### src/rtl/taxi_eth_link_mon_if.sv
// rtl/taxi_eth_link_mon_if.sv - per-channel PCS status inputs and link monitor outputs
interface taxi_eth_link_mon_if #(
  parameter int CNT        = 4,
  parameter int FLAP_CNT_W = 16,
  parameter int ERR_CNT_W  = 32
);
  logic [CNT-1:0]                 rx_block_lock;
  logic [CNT-1:0]                 rx_high_ber;
  logic [CNT-1:0]                 rx_status;
  logic [CNT-1:0][6:0]            rx_error_count;
  logic [CNT-1:0]                 cfg_enable;
  logic [CNT-1:0]                 clear_req;
  logic [CNT-1:0]                 irq_ack;
  logic [CNT-1:0]                 link_up;
  logic [CNT-1:0][1:0]            link_state;
  logic [CNT-1:0][FLAP_CNT_W-1:0] link_down_cnt;
  logic [CNT-1:0][ERR_CNT_W-1:0]  err_accum;
  logic [CNT-1:0]                 irq_status;
  logic                           irq;

  modport master (
    output rx_block_lock, rx_high_ber, rx_status, rx_error_count,
    output cfg_enable, clear_req, irq_ack,
    input  link_up, link_state, link_down_cnt, err_accum, irq_status, irq
  );

  modport slave (
    input  rx_block_lock, rx_high_ber, rx_status, rx_error_count,
    input  cfg_enable, clear_req, irq_ack,
    output link_up, link_state, link_down_cnt, err_accum, irq_status, irq
  );
endinterface

### src/rtl/taxi_eth_link_mon.sv
// rtl/taxi_eth_link_mon.sv - debounced per-channel link state, flap/error counters, sticky irq
module taxi_eth_link_mon #(
  parameter int CNT        = 4,
  parameter int UP_DELAY   = 1024,
  parameter int DOWN_DELAY = 4,
  parameter int FLAP_CNT_W = 16,
  parameter int ERR_CNT_W  = 32
) (
  input  logic                  clk,
  input  logic                  rst,
  taxi_eth_link_mon_if.slave    bus
);
  localparam int MAX_DELAY = (UP_DELAY > DOWN_DELAY) ? UP_DELAY : DOWN_DELAY;
  localparam int TW        = $clog2(MAX_DELAY + 1);
  localparam int AW        = ERR_CNT_W + 1;

  localparam logic [1:0] ST_DOWN   = 2'd0;
  localparam logic [1:0] ST_ARMING = 2'd1;
  localparam logic [1:0] ST_UP     = 2'd2;
  localparam logic [1:0] ST_HOLD   = 2'd3;

  localparam logic [TW-1:0]         UP_T     = TW'(UP_DELAY);
  localparam logic [TW-1:0]         DOWN_T   = TW'(DOWN_DELAY);
  localparam logic [FLAP_CNT_W-1:0] FLAP_MAX = '1;
  localparam logic [ERR_CNT_W-1:0]  ERR_MAX  = '1;

  logic [CNT-1:0] irq_vec;

  for (genvar i = 0; i < CNT; i++) begin : g_ch
    logic [1:0]            state;
    logic [TW-1:0]         timer;
    logic [FLAP_CNT_W-1:0] down_cnt;
    logic [ERR_CNT_W-1:0]  acc;
    logic                  irq_flag;
    logic                  good;
    logic                  up_evt;
    logic                  down_evt;
    logic [AW-1:0]         acc_sum;

    assign good = bus.rx_block_lock[i] & bus.rx_status[i] & ~bus.rx_high_ber[i] & bus.cfg_enable[i];

    // A disabled channel drops straight to DOWN and never raises an event.
    always_comb begin
      up_evt   = (state == ST_ARMING) && good && (timer == UP_T);
      down_evt = (state == ST_HOLD) && !good && bus.cfg_enable[i] && (timer == DOWN_T);
      acc_sum  = {1'b0, acc} + AW'(bus.rx_error_count[i]);
    end

    always_ff @(posedge clk) begin
      if (rst) begin
        state    <= ST_DOWN;
        timer    <= '0;
        down_cnt <= '0;
        acc      <= '0;
        irq_flag <= 1'b0;
      end else begin
        if (!bus.cfg_enable[i]) begin
          state <= ST_DOWN;
          timer <= '0;
        end else begin
          case (state)
            ST_DOWN: begin
              if (good) begin
                state <= ST_ARMING;
                timer <= TW'(1);
              end
            end
            ST_ARMING: begin
              if (!good)
                state <= ST_DOWN;
              else if (timer == UP_T)
                state <= ST_UP;
              else
                timer <= timer + TW'(1);
            end
            ST_UP: begin
              if (!good) begin
                state <= ST_HOLD;
                timer <= TW'(1);
              end
            end
            default: begin
              if (good)
                state <= ST_UP;
              else if (timer == DOWN_T)
                state <= ST_DOWN;
              else
                timer <= timer + TW'(1);
            end
          endcase
        end

        if (bus.clear_req[i])
          down_cnt <= '0;
        else if (down_evt && (down_cnt != FLAP_MAX))
          down_cnt <= down_cnt + FLAP_CNT_W'(1);

        if (bus.clear_req[i])
          acc <= '0;
        else if (bus.cfg_enable[i])
          acc <= acc_sum[ERR_CNT_W] ? ERR_MAX : acc_sum[ERR_CNT_W-1:0];

        if (up_evt || down_evt)
          irq_flag <= 1'b1;
        else if (bus.irq_ack[i])
          irq_flag <= 1'b0;
      end
    end

    assign bus.link_state[i]    = state;
    assign bus.link_up[i]       = (state == ST_UP) || (state == ST_HOLD);
    assign bus.link_down_cnt[i] = down_cnt;
    assign bus.err_accum[i]     = acc;
    assign irq_vec[i]           = irq_flag;
  end

  assign bus.irq_status = irq_vec;
  assign bus.irq        = |irq_vec;
endmodule

### src/flat_wrapper.sv
// flat-port wrapper written by rule: the top's interface ports become plain ports
module taxi_eth_link_mon_flat 
#(
  parameter int CNT        = 4,
  parameter int UP_DELAY   = 1024,
  parameter int DOWN_DELAY = 4,
  parameter int FLAP_CNT_W = 16,
  parameter int ERR_CNT_W  = 32
)
  (clk, rst, bus_rx_block_lock, bus_rx_high_ber, bus_rx_status, bus_rx_error_count, bus_cfg_enable, bus_clear_req, bus_irq_ack, bus_link_up, bus_link_state, bus_link_down_cnt, bus_err_accum, bus_irq_status, bus_irq);
  taxi_eth_link_mon_if #(.CNT(CNT), .FLAP_CNT_W(FLAP_CNT_W), .ERR_CNT_W(ERR_CNT_W)) bus_i ();
  input  logic clk;
  input  logic rst;
  input wire logic [$bits(bus_i.rx_block_lock)-1:0] bus_rx_block_lock;
  input wire logic [$bits(bus_i.rx_high_ber)-1:0] bus_rx_high_ber;
  input wire logic [$bits(bus_i.rx_status)-1:0] bus_rx_status;
  input wire logic [$bits(bus_i.rx_error_count)-1:0] bus_rx_error_count;
  input wire logic [$bits(bus_i.cfg_enable)-1:0] bus_cfg_enable;
  input wire logic [$bits(bus_i.clear_req)-1:0] bus_clear_req;
  input wire logic [$bits(bus_i.irq_ack)-1:0] bus_irq_ack;
  output wire logic [$bits(bus_i.link_up)-1:0] bus_link_up;
  output wire logic [$bits(bus_i.link_state)-1:0] bus_link_state;
  output wire logic [$bits(bus_i.link_down_cnt)-1:0] bus_link_down_cnt;
  output wire logic [$bits(bus_i.err_accum)-1:0] bus_err_accum;
  output wire logic [$bits(bus_i.irq_status)-1:0] bus_irq_status;
  output wire logic [$bits(bus_i.irq)-1:0] bus_irq;
  assign bus_i.rx_block_lock = bus_rx_block_lock;
  assign bus_i.rx_high_ber = bus_rx_high_ber;
  assign bus_i.rx_status = bus_rx_status;
  assign bus_i.rx_error_count = bus_rx_error_count;
  assign bus_i.cfg_enable = bus_cfg_enable;
  assign bus_i.clear_req = bus_clear_req;
  assign bus_i.irq_ack = bus_irq_ack;
  assign bus_link_up = bus_i.link_up;
  assign bus_link_state = bus_i.link_state;
  assign bus_link_down_cnt = bus_i.link_down_cnt;
  assign bus_err_accum = bus_i.err_accum;
  assign bus_irq_status = bus_i.irq_status;
  assign bus_irq = bus_i.irq;
  taxi_eth_link_mon #(.CNT(CNT), .UP_DELAY(UP_DELAY), .DOWN_DELAY(DOWN_DELAY), .FLAP_CNT_W(FLAP_CNT_W), .ERR_CNT_W(ERR_CNT_W)) u_core (.clk(clk), .rst(rst), .bus(bus_i));
endmodule
### config.mk
export PLATFORM = sky130hd
export DESIGN_NAME = taxi_eth_link_mon_flat
export DESIGN_NICKNAME = d
export VERILOG_FILES = /design/src/rtl/taxi_eth_link_mon_if.sv /design/src/rtl/taxi_eth_link_mon.sv /design/src/flat_wrapper.sv
export SDC_FILE = /design/constraint.sdc
export NUM_CORES = 1
export LEC_CHECK = 0
export ABC_CLOCK_PERIOD_IN_PS = 3900
export BUFFER_PORTS_ARGS = -buffer_cell sky130_fd_sc_hd__buf_2
export CORE_AREA = 2 2 227 229
export CTS_BUF_LIST = sky130_fd_sc_hd__clkbuf_8
export CTS_CLUSTER_SIZE = 16
export DETAILED_ROUTE_END_ITERATION = 10
export DIE_AREA = 0 0 229 231
export GPL_ROUTABILITY_DRIVEN = 0
export GPL_TIMING_DRIVEN = 0
export HOLD_SLACK_MARGIN = 0.03
export PLACE_DENSITY_LB_ADDON = 0.08
export SYNTH_ARGS = -nofsm -noshare
export SYNTH_HDL_FRONTEND = slang
export SYNTH_SLANG_ARGS = --single-unit
### constraint.sdc
create_clock -name clk -period 3.9 [get_ports clk]
set_input_delay 0.78 -clock clk [delete_from_list [all_inputs] [get_ports clk]]
set_output_delay 0.78 -clock clk [all_outputs]
set_load 0.02 [all_outputs]
==> results.md <==
* Post-CTS Hold Fix Bufs at 0
* Die area at about 0.053 mm^2
* Initial antenna violation count at 2
* Initial DRC count at between 700 and 800
* # diodes at 0
* Fin. Hold Viols at 0
* Footprint of the multi-input gates at between 0.007 and 0.008 mm^2
* Pin slew with the least headroom to its limit at approximately 1000 ps
* Vias post-DR at approximately 12000
* Clock tree buffer depth at 3
* CTS root buf: clkbuf_8
* Max Transition Viols Final at 0
* Final Net Count at 1958
* Vias in the first global route at 12000
* H-Tree Depth at 2
* Largest area contributor in the netlist: dfxtp_1
* Largest net degree at the start of global routing at 14
* Rows at 83
* Top cell type's share of synthesized area at 0.382
* Net Count, Synth at 1642
* Final core utilization at 0.318
* PD cells at roughly 340 mW/mm^2
* Seq/Total Area, Yosys at 0.382
* Status: complete, no violations
* CTS Buf Count at 52
* Final period demand of the worst path at 3350 ps
* Post-synth cell types at 72
* Area Growth Syn to Fin at 24.0%
* Gate Count Post-Synth at 1544
* Core area at around 0.051 mm^2
* Filler cells at roughly 5600
* Startpoint types: register
* Clock latency on the worst-skew pair at about 620 ps
* F_max at between 200 and 300 MHz
* Largest stage delay on the critical path at 550 ps
* Crit Path Max Fanout at 10
* Dpl hpwl at roughly 30000 um
* Post-DRT Antenna Nets at 0
* Critical-path cell list: ha_1 > fa_1 > a211oi_1 > o21ai_1 > o21ai_1 > or2_2 > clkbuf_1 > clkbuf_1 > a21oi_1
* Fin Setup TNS at 0 ps
* Worst Path Required at about 4400 ps
* Synth area leaders: dfxtp_1 38%, xnor2_1 4.9%, nor2_1 4.6%
* Initial Utilization at 0.257
* Post-synthesis register bit count at around 250
* Cts repair resizes at 0
* Wire length per cell at between 15 and 20 um
* Final WS setup at between 500 and 600 ps
* First-pass iteration count of the detailed router at 4
* Post-CTS Setup Inserts at 0
* Unrepaired setup endpoints after global routing: no
* Post-synth EDFFs at 0
* CP Class: register to register
* Slew headroom at 0.294
* Worst-path clk slew at ~60 ps
* Leak at approximately 6.3 nW
* Slowest cell on crit path: o21ai_1
* Skew final at ~18 ps
* Critical path arrival at around 3800 ps
* Yosys warning count at 0
* Share of layout cells above drive strength 1 at 0.209
* Mean Syn Cell Area at approximately 8.4 um^2
* Sink Count at 248
* Total GRT Usage at 0.152
* Vias per std cell at a little under 5
* IO Port Bufs at 262
* Main synth FF type: dfxtp_1
* Min-delay worst type: input pin to register
* Die extent in y at ~230 um
* Gr ovfl total at 0
* DRC at 0
* Cell Area, Synth at 0.0130 mm^2
* Storage element area at just under 0.005 mm^2
* Maximum vdd drop at 0.000177 V
* DIE WIDTH at about 230 um
* Hold WS at roughly 440 ps
* Pwr Total at 5.52 mW
* Fin crit share at 0.860
* Max cap viols at 0
* Pre-CTS setup slack at about 26 ps
* Worst Setup End Kind: register
* Final setup viols at 0
* First-pass GRT wire length at around 66000 um
* Final Routed Wirelength at 41300 um
* Ys async rst share at 0
* Num ports at between 200 and 300
* CTS tree: built
state kept, by name, indices dropped and copies added, names as in the netlist, named ones only:
signal,cells
u_core.g_ch.irq_flag,4
u_core.g_ch.timer,44
u_core.g_ch.acc,128
u_core.g_ch.state,4
u_core.g_ch.down_cnt,64
placed cells by master (no fill, tap or decap), types with 25 or more instances in the layout:
cell type | netlist | final
o21ai_0 | 62 | 62
clkbuf_1 | 54 | 54
nand4_1 | 55 | 55
ha_1 | 40 | 40
inv_1 | 49 | 71
and3_1 | 32 | 32
dfxtp_1 | 248 | 248
nor2_1 | 158 | 158
xor2_1 | 66 | 66
nand3_1 | 83 | 83
nor4_1 | 27 | 27
nor3_1 | 62 | 62
a31oi_1 | 25 | 25
xnor2_1 | 73 | 73
buf_2 | 1 | 263
nand2_1 | 97 | 97
clkbuf_8 | 0 | 62
a21oi_1 | 115 | 115
cell families after synthesis:
family / count (synthesis) / synth area share
adders and majority gates: 44 / 0.0446
and+or+nand+nor: 638 / 0.257
muxes: 15 / 0.0116
AOI/OAI and AO/OA: 347 / 0.177
buffers and inverters: 113 / 0.0353
xor gates and xnor gates: 139 / 0.0936
DFF: 248 / 0.382
metal layers:
layer	share of wire	up-vias	track usage
met5	0.00017	-	0
met4	0.021	2	0.0481
met3	0.047	60	0.0303
met2	0.45	266	0.241
met1	0.48	5858	0.206
li1	-	6305	-
critical path, delay by kind of cell, from the launching register on:
family          cells  cell delay (ps)
compound gates      4             1210
buf+inv             2              810
fa+ha+maj           2              660
flops               1              320
simple gates        1              210
final cells by class:
class / instances / area share
multi-input cells: 1183 / 0.470
flip-flops and latches: 248 / 0.308
repair buffers: 262 / 0.0813
clock buffers: 62 / 0.0529
well taps: 680 / 0.0527
plain buffers: 64 / 0.0171
inverters: 49 / 0.0114
clock inverters: 26 / 0.00667
cells in the mapped netlist (all sizes together) (9+ instances only):
cell type and instances:
nor3 63, o21ai 67, inv 49, nor4 28
nor2b 12, and3 32, nand2b 15, o2111ai 9
nand2 97, or2 14, a211oi 20, mux2i 14
and4 13, nor2 159, clkbuf 54, o211a 9
xnor2 73, a21o 19, o221a 24, dfxtp 248
a21oi 115, ha 40, a31oi 25, xor2 66
or3 21, nand3 85, o211ai 14, nand4 55
nor3b 9, buf 10
path summary, 6_finish.rpt:
path                                             start                              endpoint  slack [ps]  cells after the start
hold reg to reg   u_core.g_ch[1].timer[1]$_SDFFE_PP0P_  u_core.g_ch[1].timer[1]$_SDFFE_PP0P_         490                      2
hold / removal                          bus_irq_ack[2]  u_core.g_ch[2].irq_flag$_SDFFE_PP0P_         440                      3
setup / recovery    u_core.g_ch[1].acc[0]$_SDFFE_PP0P_    u_core.g_ch[1].acc[1]$_SDFFE_PP0P_         550                      9
setup reg to reg    u_core.g_ch[1].acc[0]$_SDFFE_PP0P_    u_core.g_ch[1].acc[1]$_SDFFE_PP0P_         550                      9
metrics by stage:
step / std cells / cell area [um^2]
final: 2574 / 16100
after global routing: 2574 / 16100
after CTS: 2574 / 16100
after detailed placement: 2486 / 15200
after global placement: 2486 / 15200
after floorplan: 1544 / 13000
power breakdown:
part	total (mW)	internal, mW	switching (mW)
clock network	2.62	1.42	1.21
logic	0.329	0.120	0.209
registers	2.57	2.55	0.0155
Power figures use the tool's default switching activity.
